<file path="src/rtl/ddr_arb_pkg.sv">
`default_nettype none
// ============================================================================
// Module   : ddr_arb_pkg
// Purpose  : Shared state encoding and sizing helpers for the DDR write arbiter.
// Revision : 1.0 - initial release
// ============================================================================
package ddr_arb_pkg;

    typedef enum logic [1:0] {
        ST_IDLE = 2'd0,
        ST_CMD  = 2'd1,
        ST_WAIT = 2'd2
    } arb_state_t;

    function automatic int unsigned ch_w(input int unsigned num_ch);
        return (num_ch > 1) ? $clog2(num_ch) : 1;
    endfunction

    function automatic int unsigned burst_bytes(input int unsigned burst_len,
                                                input int unsigned data_width);
        return burst_len * (data_width / 8);
    endfunction

endpackage
`default_nettype wire

</file>
<file path="src/rtl/rr_arbiter_onehot.sv">
`default_nettype none
// ============================================================================
// Module   : rr_arbiter_onehot
// Purpose  : Combinational round-robin pick: first request at or after i_ptr.
// Revision : 1.0 - initial release
// ============================================================================
module rr_arbiter_onehot #(
    parameter int unsigned NUM_CH = 2,
    parameter int unsigned CH_W   = 1
) (
    input  logic [NUM_CH-1:0] i_req,
    input  logic [CH_W-1:0]   i_ptr,
    output logic [NUM_CH-1:0] o_grant,
    output logic [CH_W-1:0]   o_grant_idx,
    output logic              o_any
);

    logic [CH_W-1:0] w_idx;

    always_comb begin
        o_grant     = '0;
        o_grant_idx = '0;
        o_any       = 1'b0;
        w_idx       = '0;
        for (int unsigned k = 0; k < NUM_CH; k++) begin
            w_idx = CH_W'((i_ptr + k) % NUM_CH);
            if (!o_any && i_req[w_idx]) begin
                o_any          = 1'b1;
                o_grant[w_idx] = 1'b1;
                o_grant_idx    = w_idx;
            end
        end
    end

endmodule
`default_nettype wire

</file>
<file path="src/rtl/ddr_write_burst_arbiter.sv">
`default_nettype none
// ============================================================================
// Module   : ddr_write_burst_arbiter
// Purpose  : Round-robin sequencing of per-line write bursts from NUM_CH video
//            channels onto one AXI4 write master; tracks per-channel frame
//            offsets. Optional DDR_ARB_WATCHDOG_EN adds a WAIT timeout (wdt_err).
// Revision : 1.0 - initial release
// ============================================================================
module ddr_write_burst_arbiter
    import ddr_arb_pkg::*;
#(
    parameter int unsigned NUM_CH          = 2,
    parameter int unsigned AXI4_DATA_WIDTH = 128,
    parameter int unsigned AXI_ADDR_WIDTH  = 32,
    parameter int unsigned BURST_LEN       = 16,
    parameter int unsigned FRAME_BYTES     = 32'h0054_6000,
    parameter int unsigned WDT_CYCLES      = 4096
) (
    input  logic                             M_AXI_ACLK,
    input  logic                             M_AXI_ARESET,
    input  logic [NUM_CH-1:0]                req_valid,
    output logic [NUM_CH-1:0]                req_ready,
    input  logic [NUM_CH-1:0]                frame_start,
    input  logic [NUM_CH*AXI_ADDR_WIDTH-1:0] ch_base_addr,
    output logic                             cmd_valid,
    input  logic                             cmd_ready,
    output logic [AXI_ADDR_WIDTH-1:0]        cmd_addr,
    output logic [7:0]                       cmd_len,
    output logic [ch_w(NUM_CH)-1:0]          cmd_ch,
    input  logic                             burst_done,
`ifdef DDR_ARB_WATCHDOG_EN
    output logic                             wdt_err,
`endif
    output logic                             busy
);

    localparam int unsigned               c_ch_w        = ch_w(NUM_CH);
    localparam logic [AXI_ADDR_WIDTH:0]   c_burst_bytes =
        (AXI_ADDR_WIDTH+1)'(burst_bytes(BURST_LEN, AXI4_DATA_WIDTH));
    localparam logic [AXI_ADDR_WIDTH:0]   c_frame_bytes = (AXI_ADDR_WIDTH+1)'(FRAME_BYTES);

    arb_state_t                r_state;
    arb_state_t                w_state_nxt;
    logic                      w_grant_fire;
    logic                      w_wdt_expire;
    logic                      w_gnt_any;
    logic [NUM_CH-1:0]         w_gnt_onehot;
    logic [c_ch_w-1:0]         w_gnt_idx;
    logic [c_ch_w-1:0]         w_rr_nxt;
    logic [c_ch_w-1:0]         r_rr_ptr;
    logic [c_ch_w-1:0]         r_cmd_ch;
    logic [NUM_CH-1:0]         r_req_ready;
    logic [AXI_ADDR_WIDTH-1:0] w_base [NUM_CH];
    logic [AXI_ADDR_WIDTH-1:0] r_off  [NUM_CH];
    logic [AXI_ADDR_WIDTH-1:0] w_eff_off;
    logic [AXI_ADDR_WIDTH-1:0] w_off_nxt;
    logic [AXI_ADDR_WIDTH-1:0] r_cmd_addr;
    logic [AXI_ADDR_WIDTH:0]   w_off_sum;

    for (genvar gi = 0; gi < NUM_CH; gi++) begin : g_base
        assign w_base[gi] = ch_base_addr[gi*AXI_ADDR_WIDTH +: AXI_ADDR_WIDTH];
    end

    rr_arbiter_onehot #(
        .NUM_CH (NUM_CH),
        .CH_W   (c_ch_w)
    ) u_rr (
        .i_req       (req_valid),
        .i_ptr       (r_rr_ptr),
        .o_grant     (w_gnt_onehot),
        .o_grant_idx (w_gnt_idx),
        .o_any       (w_gnt_any)
    );

    // A frame_start coinciding with the grant restarts that channel at offset 0.
    always_comb begin
        w_eff_off = frame_start[w_gnt_idx] ? '0 : r_off[w_gnt_idx];
        w_off_sum = {1'b0, w_eff_off} + c_burst_bytes;
        w_off_nxt = (w_off_sum >= c_frame_bytes) ? '0 : w_off_sum[AXI_ADDR_WIDTH-1:0];
        w_rr_nxt  = (w_gnt_idx == c_ch_w'(NUM_CH - 1)) ? '0 : w_gnt_idx + 1'b1;
    end

    always_comb begin
        w_state_nxt  = r_state;
        w_grant_fire = 1'b0;
        case (r_state)
            ST_IDLE: begin
                if (w_gnt_any) begin
                    w_state_nxt  = ST_CMD;
                    w_grant_fire = 1'b1;
                end
            end
            ST_CMD:  if (cmd_ready) w_state_nxt = ST_WAIT;
            ST_WAIT: if (burst_done || w_wdt_expire) w_state_nxt = ST_IDLE;
            default: w_state_nxt = ST_IDLE;
        endcase
    end

    always_ff @(posedge M_AXI_ACLK) begin
        if (M_AXI_ARESET) r_state <= ST_IDLE;
        else              r_state <= w_state_nxt;
    end

    always_ff @(posedge M_AXI_ACLK) begin
        if (M_AXI_ARESET) begin
            r_rr_ptr    <= '0;
            r_cmd_addr  <= '0;
            r_cmd_ch    <= '0;
            r_req_ready <= '0;
        end else begin
            r_req_ready <= w_grant_fire ? w_gnt_onehot : '0;
            if (w_grant_fire) begin
                r_rr_ptr   <= w_rr_nxt;
                r_cmd_addr <= w_base[w_gnt_idx] + w_eff_off;
                r_cmd_ch   <= w_gnt_idx;
            end
        end
    end

    always_ff @(posedge M_AXI_ACLK) begin
        for (int i = 0; i < NUM_CH; i++) begin
            if (M_AXI_ARESET)                       r_off[i] <= '0;
            else if (w_grant_fire && w_gnt_onehot[i]) r_off[i] <= w_off_nxt;
            else if (frame_start[i])                r_off[i] <= '0;
        end
    end

`ifdef DDR_ARB_WATCHDOG_EN
    localparam logic [15:0] c_wdt_last = 16'(WDT_CYCLES - 1);

    logic [15:0] r_wdt_cnt;
    logic        r_wdt_err;

    assign w_wdt_expire = (r_state == ST_WAIT) && !burst_done && (r_wdt_cnt == c_wdt_last);

    always_ff @(posedge M_AXI_ACLK) begin
        if (M_AXI_ARESET) begin
            r_wdt_cnt <= '0;
            r_wdt_err <= 1'b0;
        end else begin
            r_wdt_err <= w_wdt_expire;
            if ((r_state == ST_WAIT) && (w_state_nxt == ST_WAIT)) r_wdt_cnt <= r_wdt_cnt + 16'd1;
            else                                                 r_wdt_cnt <= '0;
        end
    end

    assign wdt_err = r_wdt_err;
`else
    logic w_unused_wdt_cfg;
    assign w_wdt_expire     = 1'b0;
    assign w_unused_wdt_cfg = (WDT_CYCLES == 0);
`endif

    assign req_ready = r_req_ready;
    assign cmd_valid = (r_state == ST_CMD);
    assign busy      = (r_state != ST_IDLE);
    assign cmd_addr  = r_cmd_addr;
    assign cmd_ch    = r_cmd_ch;
    assign cmd_len   = 8'(BURST_LEN - 1);

endmodule
`default_nettype wire
</file>
<file path="config.mk">
export PLATFORM = sky130hd
export DESIGN_NAME = ddr_write_burst_arbiter
export DESIGN_NICKNAME = d
export VERILOG_FILES = /design/src/rtl/ddr_arb_pkg.sv /design/src/rtl/rr_arbiter_onehot.sv /design/src/rtl/ddr_write_burst_arbiter.sv
export SDC_FILE = /design/constraint.sdc
export NUM_CORES = 1
export LEC_CHECK = 0
export CAP_MARGIN = 5
export CORE_MARGIN = 10
export CORE_UTILIZATION = 48
export CTS_BUF_LIST = sky130_fd_sc_hd__clkbuf_8
export CTS_CLUSTER_DIAMETER = 60
export DETAILED_ROUTE_END_ITERATION = 10
export GPL_TIMING_DRIVEN = 0
export PLACE_DENSITY_LB_ADDON = 0.15
export SLEW_MARGIN = 20
export SYNTH_ARGS = -nofsm -noshare
export SYNTH_HDL_FRONTEND = slang
export SYNTH_SLANG_ARGS = --single-unit
</file>
<file path="constraint.sdc">
create_clock -name M_AXI_ACLK -period 8.46 [get_ports M_AXI_ACLK]
set_input_delay 1.692 -clock M_AXI_ACLK [delete_from_list [all_inputs] [get_ports M_AXI_ACLK]]
set_output_delay 1.692 -clock M_AXI_ACLK [all_outputs]
set_load 0.05 [all_outputs]
</file>
* Word-level counts from Yosys, hierarchy flattened *
Memory sizes are Yosys's and may differ from the RTL's.
Index checks and enable logic that the tools add are counted.

storage, ports and cells
  memories kept = 1
  RAM bits = 64
  word-level logic and storage cells = 87
  flip-flop bits (word level) = 38
  input port bits = 72
  memory bits (read-only) = 0
  bits in latches = 0

memories
  memory  depth  width  rd ports  clocked after Yosys merged registers in  wr ports  RTL line                       text
  r_off   2      32     1         0                                        2         ddr_write_burst_arbiter.sv:54  logic [AXI_ADDR_WIDTH-1:0] r_off [NUM_CH];

operators by class
  bitwise gates (word level) = 7
  shift-type cells = 0
  mux-type cells = 48
  multiply operators = 0
  magnitude comparators = 7
  reduce and logical (&&, ||, !) cells = 10
  add/sub/neg operators = 4
  eq/ne operators = 5
  div/mod/pow operators = 0

operators by type and width
  operator                 number
  $mux W32                 9
  $add A32 B9 Y33 const B  1
  $ge A33 B23 Y1 const B   1
  $add A32 B32 Y32         1
  $mux W1                  31
  $mux W2                  5
  $lt A1 B2 Y1 const B     3
  $pmux W2 S3              1
  $logic_and A1 B1 Y1      5
  $ne A2 B1 Y1 const B     2
  $or A1 B1 Y1             4
  $reduce_and A3 Y1        1
  $add A1 B1 Y1 const B    2
  $demux W1 S1             2
  $eq A2 B1 Y1 const B     1
  $eq A2 B2 Y1 const B     1
  $ge A1 B1 Y1 const B     2
  $ge A2 B2 Y1 const B     1
  $logic_not A2 Y1         1
  $ne A2 B2 Y1 const B     1
  $not A1 Y2               1
  $or A2 B2 Y2             1
  $reduce_bool A2 Y1       1
  $reduce_or A2 Y1         1
  other kinds (2)          2

* Longest topological paths before layout *
  depth in word-level cells = 14
  depth in mapped cells = 19
  gate-level depth less buffers = 15

* By module *
From an unflattened synthesis, not the netlist that was laid out.

second synthesis, totals
  cell total of the unflattened synthesis = 777
  area, all modules = 7,241.9 um^2

modules (own cells, without submodules)
  module                   area each (um^2)  instances  cells each
  ddr_write_burst_arbiter  7,209.4           1          772
  rr_arbiter_onehot        32.5              1          5

* Least setup slack after synthesis *
OpenSTA, ideal clock, no wires.

  path type = input port to flip-flop
  start = input port req_valid[1]
  end = register r_cmd_addr[29], in the netlist cmd_addr[29]
  required time = 8.324 ns
  cell stages on the path = 18
  path buffers = 6
  path slack = 2.792 ns
  library setup time = 0.136 ns
  arrival = 5.532 ns
  cell sequence = buf_2 > nand2_4 > buf_2 > buf_2 > buf_2 > clkbuf_1 > clkbuf_1 > nand2_1 > nand2_1 > ha_1 > a211oi_1 > o211ai_1 > a41oi_1 > nor3b_1 > o41ai_1 > nand2b_1 > a2111oi_0 > a211oi_1

between the ends
  word-level cells in the longest chain between the ends = 11
  elaborated cells between the ends (all ways) = 21

RTL lines
  element                                       RTL line                        text
  start: declaration                            ddr_write_burst_arbiter.sv:21   input logic [NUM_CH-1:0] req_valid,
  $mux W1 (implied by the code) (2 in series)   rr_arbiter_onehot.sv:27         if (!o_any && i_req[w_idx]) begin
  $mux W1                                       rr_arbiter_onehot.sv:27
  $logic_not A1 Y1                              rr_arbiter_onehot.sv:27
  $logic_and A1 B1 Y1                           rr_arbiter_onehot.sv:27
  $mux W1                                       rr_arbiter_onehot.sv:27
  $not A1 Y2 (implied by the code)              ddr_write_burst_arbiter.sv:114  r_cmd_addr <= w_base[w_gnt_idx] + w_eff_off;
  $mux W32 (implied by the code) (3 in series)  ddr_write_burst_arbiter.sv:114
  $add A32 B32 Y32                              ddr_write_burst_arbiter.sv:114
  end signal: assignment                        ddr_write_burst_arbiter.sv:114
  end: declaration                              ddr_write_burst_arbiter.sv:57   logic [AXI_ADDR_WIDTH-1:0] r_cmd_addr;

Several ways; a longest one is shown, not always the timed one. The select of a mux whose other input is x is not followed.
A chain may end at the register's enable or synchronous reset.

* Worst setup path after layout *
  start = input port req_valid[0]
  end = register r_cmd_addr[29], in the netlist cmd_addr[29]

The elaborated chain is that of the path after synthesis.

==> metrics.csv <==
stage;metric;value;unit
outcome;status;complete, no violations;
power_and_ir_drop;Internal Power;0.000896;W
clocking;Num CTS Buffers;9;
clocking;clock tree sinks;102;
placement;worst slack, placed;0.895;ns
synthesis;Yosys cell types;75;
worst_setup_path;kind of critical path;in2reg;
timing;period utilization;86.8;%
floorplanning;DIE AREA;20300;um2
floorplanning;cell row count;44;
cells_and_area;Finished Layout Cells;1181;
global_routing;initial antenna violation count;0;
global_routing;total gr overflow;0;
min_path;hold crit path type;reg2reg;
timing;Hold Vio Cnt, Final;0;
placement;DP HPWL;17400;um
placement;Placed Cells;1165;
routing;via/cell ratio;5.88;
cells_and_area;layout cells sized above 1;6.62;%
cells_and_area;fillers;1348;
placement;Final Wtd Congestion;0.935;
synthesis;Mapped Avg Cell Area;8.53;um2
routing;DR vias;6945;
clocking;CTS tree;yes;
floorplanning;height of the chip;143;um
cells_and_area;utilization after layout;60.6;%
min_path;hold path endpoint;cmd_addr[9];
clocking;H-tree levels;3;
timing;Final WS setup;1.11;ns
clocking;Hold-fix buffers, CTS;0;
clocking;maximum buffer depth of the clock tree;2;
clocking;Clock Latency Late Sink;0.41;ns
synthesis;Cells after Synth;845;
worst_setup_path;FF-to-FF path depth;18;
worst_setup_path;flop-to-flop setup slack;2.55;ns
global_routing;Total GRT Usage;21.9;%
power_and_ir_drop;Max VDD drop;88.1;uV
floorplanning;Core ar.;14600;um2
worst_setup_path;FF-to-FF End;cmd_addr[29];
routing;WL final;22500;um
timing;Final setup viols;0;
global_routing;first-pass GRT wire length;35300;um
synthesis;Top FF cell, synth;edfxtp_1;
power_and_ir_drop;Net Sw Frac;37.7;%
synthesis;EDFF count, synth;64;
synthesis;register area share after synthesis;37.2;%
worst_setup_path;crit path max fanout;10;
worst_setup_path;kind of end point of the critical path;flip-flop;
routing;drt first pass iters;5;
routing;number of remaining DRC errors;0;
timing;Max Fclk;136;MHz
floorplanning;Die Wd;143;um
power_and_ir_drop;Net Sw Power;0.000542;W
cells_and_area;n_diodes;0;
power_and_ir_drop;Comb pwr share;35.6;%
clocking;CTS Root Cell;clkbuf_8;
synthesis;Synth Warn #;0;
synthesis;#FFs+latches synth;102;
min_path;hold path start;cmd_addr[9];
worst_setup_path;CP required;8.74;ns
power_and_ir_drop;Lkg Pwr;3.68;nW
clocking;Clock transition at path regs;0.10;ns
power_and_ir_drop;Pwr per Cell Area;162;nW/um2
min_path;hold path depth;2;
timing;Slew @ Worst Pin;0.831;ns
floorplanning;I/O pins;117;
timing;fin. max-slew vios;0;
global_routing;largest net degree at the start of global routing;23;
routing;Iter 0 DRT Violations;561;
timing;Final min period;7.35;ns
placement;IO Port Bufs;107;
routing;antenna-violating nets left;0;
timing;Slew headroom;44.0;%
floorplanning;starting density of the core;49.2;%
power_and_ir_drop;Sequential Power Share;41.6;%
cells_and_area;Nets;1097;
timing;unrepaired setup endpoints after global routing;no;
clocking;cts repair resizes;0;
worst_setup_path;worst r2r src;r_rr_ptr;
routing;Wirelength per Cell;19.0;um
worst_setup_path;critical path launch point type;primary input;
power_and_ir_drop;Clock Power Share;22.8;%
synthesis;FFs w/ async S/R, synth;0;%
worst_setup_path;CP arrival;7.62;ns
global_routing;number of global-route vias before repair;6726;
cells_and_area;Layout area overhead;23.0;%
synthesis;combined area of all synthesized cells;7210;um2
job;max-cap viol count;0;
clocking;number of setup buffers added after CTS;0;
timing;worst clock skew;0.0106;ns
timing;setup TNS;0;ns
## synthesized netlist by cell type, types with 5 or more instances
master	instances	area share, %
nor3_1	20	1.4
edfxtp_1	64	27
buf_6	5	0.78
buf_2	10	0.69
xnor2_1	24	2.9
inv_1	23	1.2
dfxtp_1	38	11
mux2i_1	21	2.9
nand3_1	18	1.2
a21o_1	14	1.5
clkbuf_1	26	1.4
nand4_1	11	0.95
nand2b_1	16	1.4
nor2_1	36	1.9
buf_1	5	0.26
nor2b_1	9	0.78
o21a_1	5	0.52
a21oi_1	63	4.4
a32oi_1	8	0.97
xor2_1	12	1.5
a211oi_1	8	0.83
o21ai_0	29	2.0
nand2_1	180	9.4
buf_4	8	0.83
nand3b_1	6	0.62
and3_1	13	1.1
ha_1	32	5.6
nor4_1	47	4.1
o211ai_1	12	1.2
## stage by stage
| step | hold slack (ns) | area (um2) | total power, W |
|---|---|---|---|
| after floorplan | 0.455 | 7300 | 0.000942 |
| after global placement | 0.438 | 8600 | 0.00111 |
| after detailed placement | 0.443 | 8670 | 0.00112 |
| after CTS | 0.460 | 8870 | 0.00144 |
| after global routing | 0.480 | 8870 | 0.00150 |
| final | 0.457 | 8870 | 0.00144 |
## power groups by stage
stage | Sequential (W) | Clock, W | Combinational (W)
floorplan | 0.000682 | 0 | 0.000260
global placement | 0.000611 | 0 | 0.000499
detailed placement | 0.000609 | 0 | 0.000507
CTS | 0.000598 | 0.000332 | 0.000509
global route | 0.000603 | 0.000348 | 0.000553
finish | 0.000598 | 0.000328 | 0.000512
## metal layers
layer	global-route usage (%)	wire length (um)
met5	0	0
met4	10.3	751
met3	5.11	1880
met2	34.3	10200
met1	28.1	9690
## worst max-delay path, stage by stage
cell	delay (ns)
clkdlybuf4s50_1	0.57
nand2b_2	0.16
nand2_4	0.19
buf_2	0.30
buf_2	0.35
buf_2	0.40
clkbuf_1	0.50
clkbuf_1	0.52
nand2_1	0.11
nand2_1	0.14
ha_1	0.26
a211oi_1	0.31
o211ai_1	0.20
a41oi_1	0.44
nor3b_1	0.22
o41ai_1	0.52
nand2b_1	0.13
a2111oi_0	0.49
a211oi_1	0.09
## worst max-delay path by stage
| stage | start | to | slack [ns] |
|---|---|---|---|
| after floorplan | req_valid[1] | cmd_addr[29] | 2.79 |
| after detailed placement | req_valid[0] | cmd_addr[29] | 0.89 |
| final | req_valid[0] | cmd_addr[29] | 1.11 |
| after global routing | req_valid[0] | cmd_addr[29] | 0.79 |
| after global placement | req_valid[0] | r_off[0][23] | 0.77 |
| after CTS | req_valid[0] | cmd_addr[29] | 1.29 |
## state kept, by name, summed over array words and instances, names as in the netlist
register   count
r_off         64
cmd_addr      32
r_state        2
req_ready      2
cmd_ch         1
r_rr_ptr       1
## cell type report
| type | count | area, um2 | share of cell area [%] |
|---|---|---|---|
| multi-input combinational | 689 | 4260 | 48.0 |
| sequential | 102 | 2680 | 30.2 |
| timing repair buffer | 112 | 1130 | 12.7 |
| buffer | 54 | 283 | 3.19 |
| tap | 184 | 230 | 2.60 |
| clock buffer | 9 | 124 | 1.40 |
| inverter | 24 | 90.1 | 1.02 |
| clock inverter | 7 | 73.8 | 0.832 |
## logic make-up after synthesis
group / share of synthesized area (%)
flops: 37.2
xor+xnor: 4.37
buf+inv: 5.17
simple gates: 26.6
mux: 3.85
other cells: 0.104
compound gates: 16.9
fa+ha+maj: 5.83
## layout by cell type, fill, tap and decap left out, drive strengths merged, types with 5 or more instances in the layout
cell type | Yosys | layout
a21oi | 63 | 63
xor2 | 12 | 12
o21a | 5 | 5
and3 | 13 | 13
a32oi | 8 | 8
buf | 28 | 33
ha | 32 | 32
nor2 | 37 | 37
a21o | 14 | 14
nand2b | 17 | 17
o21ai | 32 | 32
inv | 24 | 28
xnor2 | 24 | 24
nand4 | 11 | 11
mux2i | 22 | 22
dfxtp | 38 | 38
nor4 | 50 | 50
edfxtp | 64 | 64
o211ai | 12 | 12
nand2 | 181 | 181
clkdlybuf4s50 | 0 | 107
a31oi | 5 | 5
clkbuf | 26 | 35
conb | 2 | 26
nor2b | 9 | 9
nand3b | 6 | 6
nand3 | 19 | 19
nor3 | 20 | 20
a211oi | 8 | 8
(Power assumes the default switching activity.)
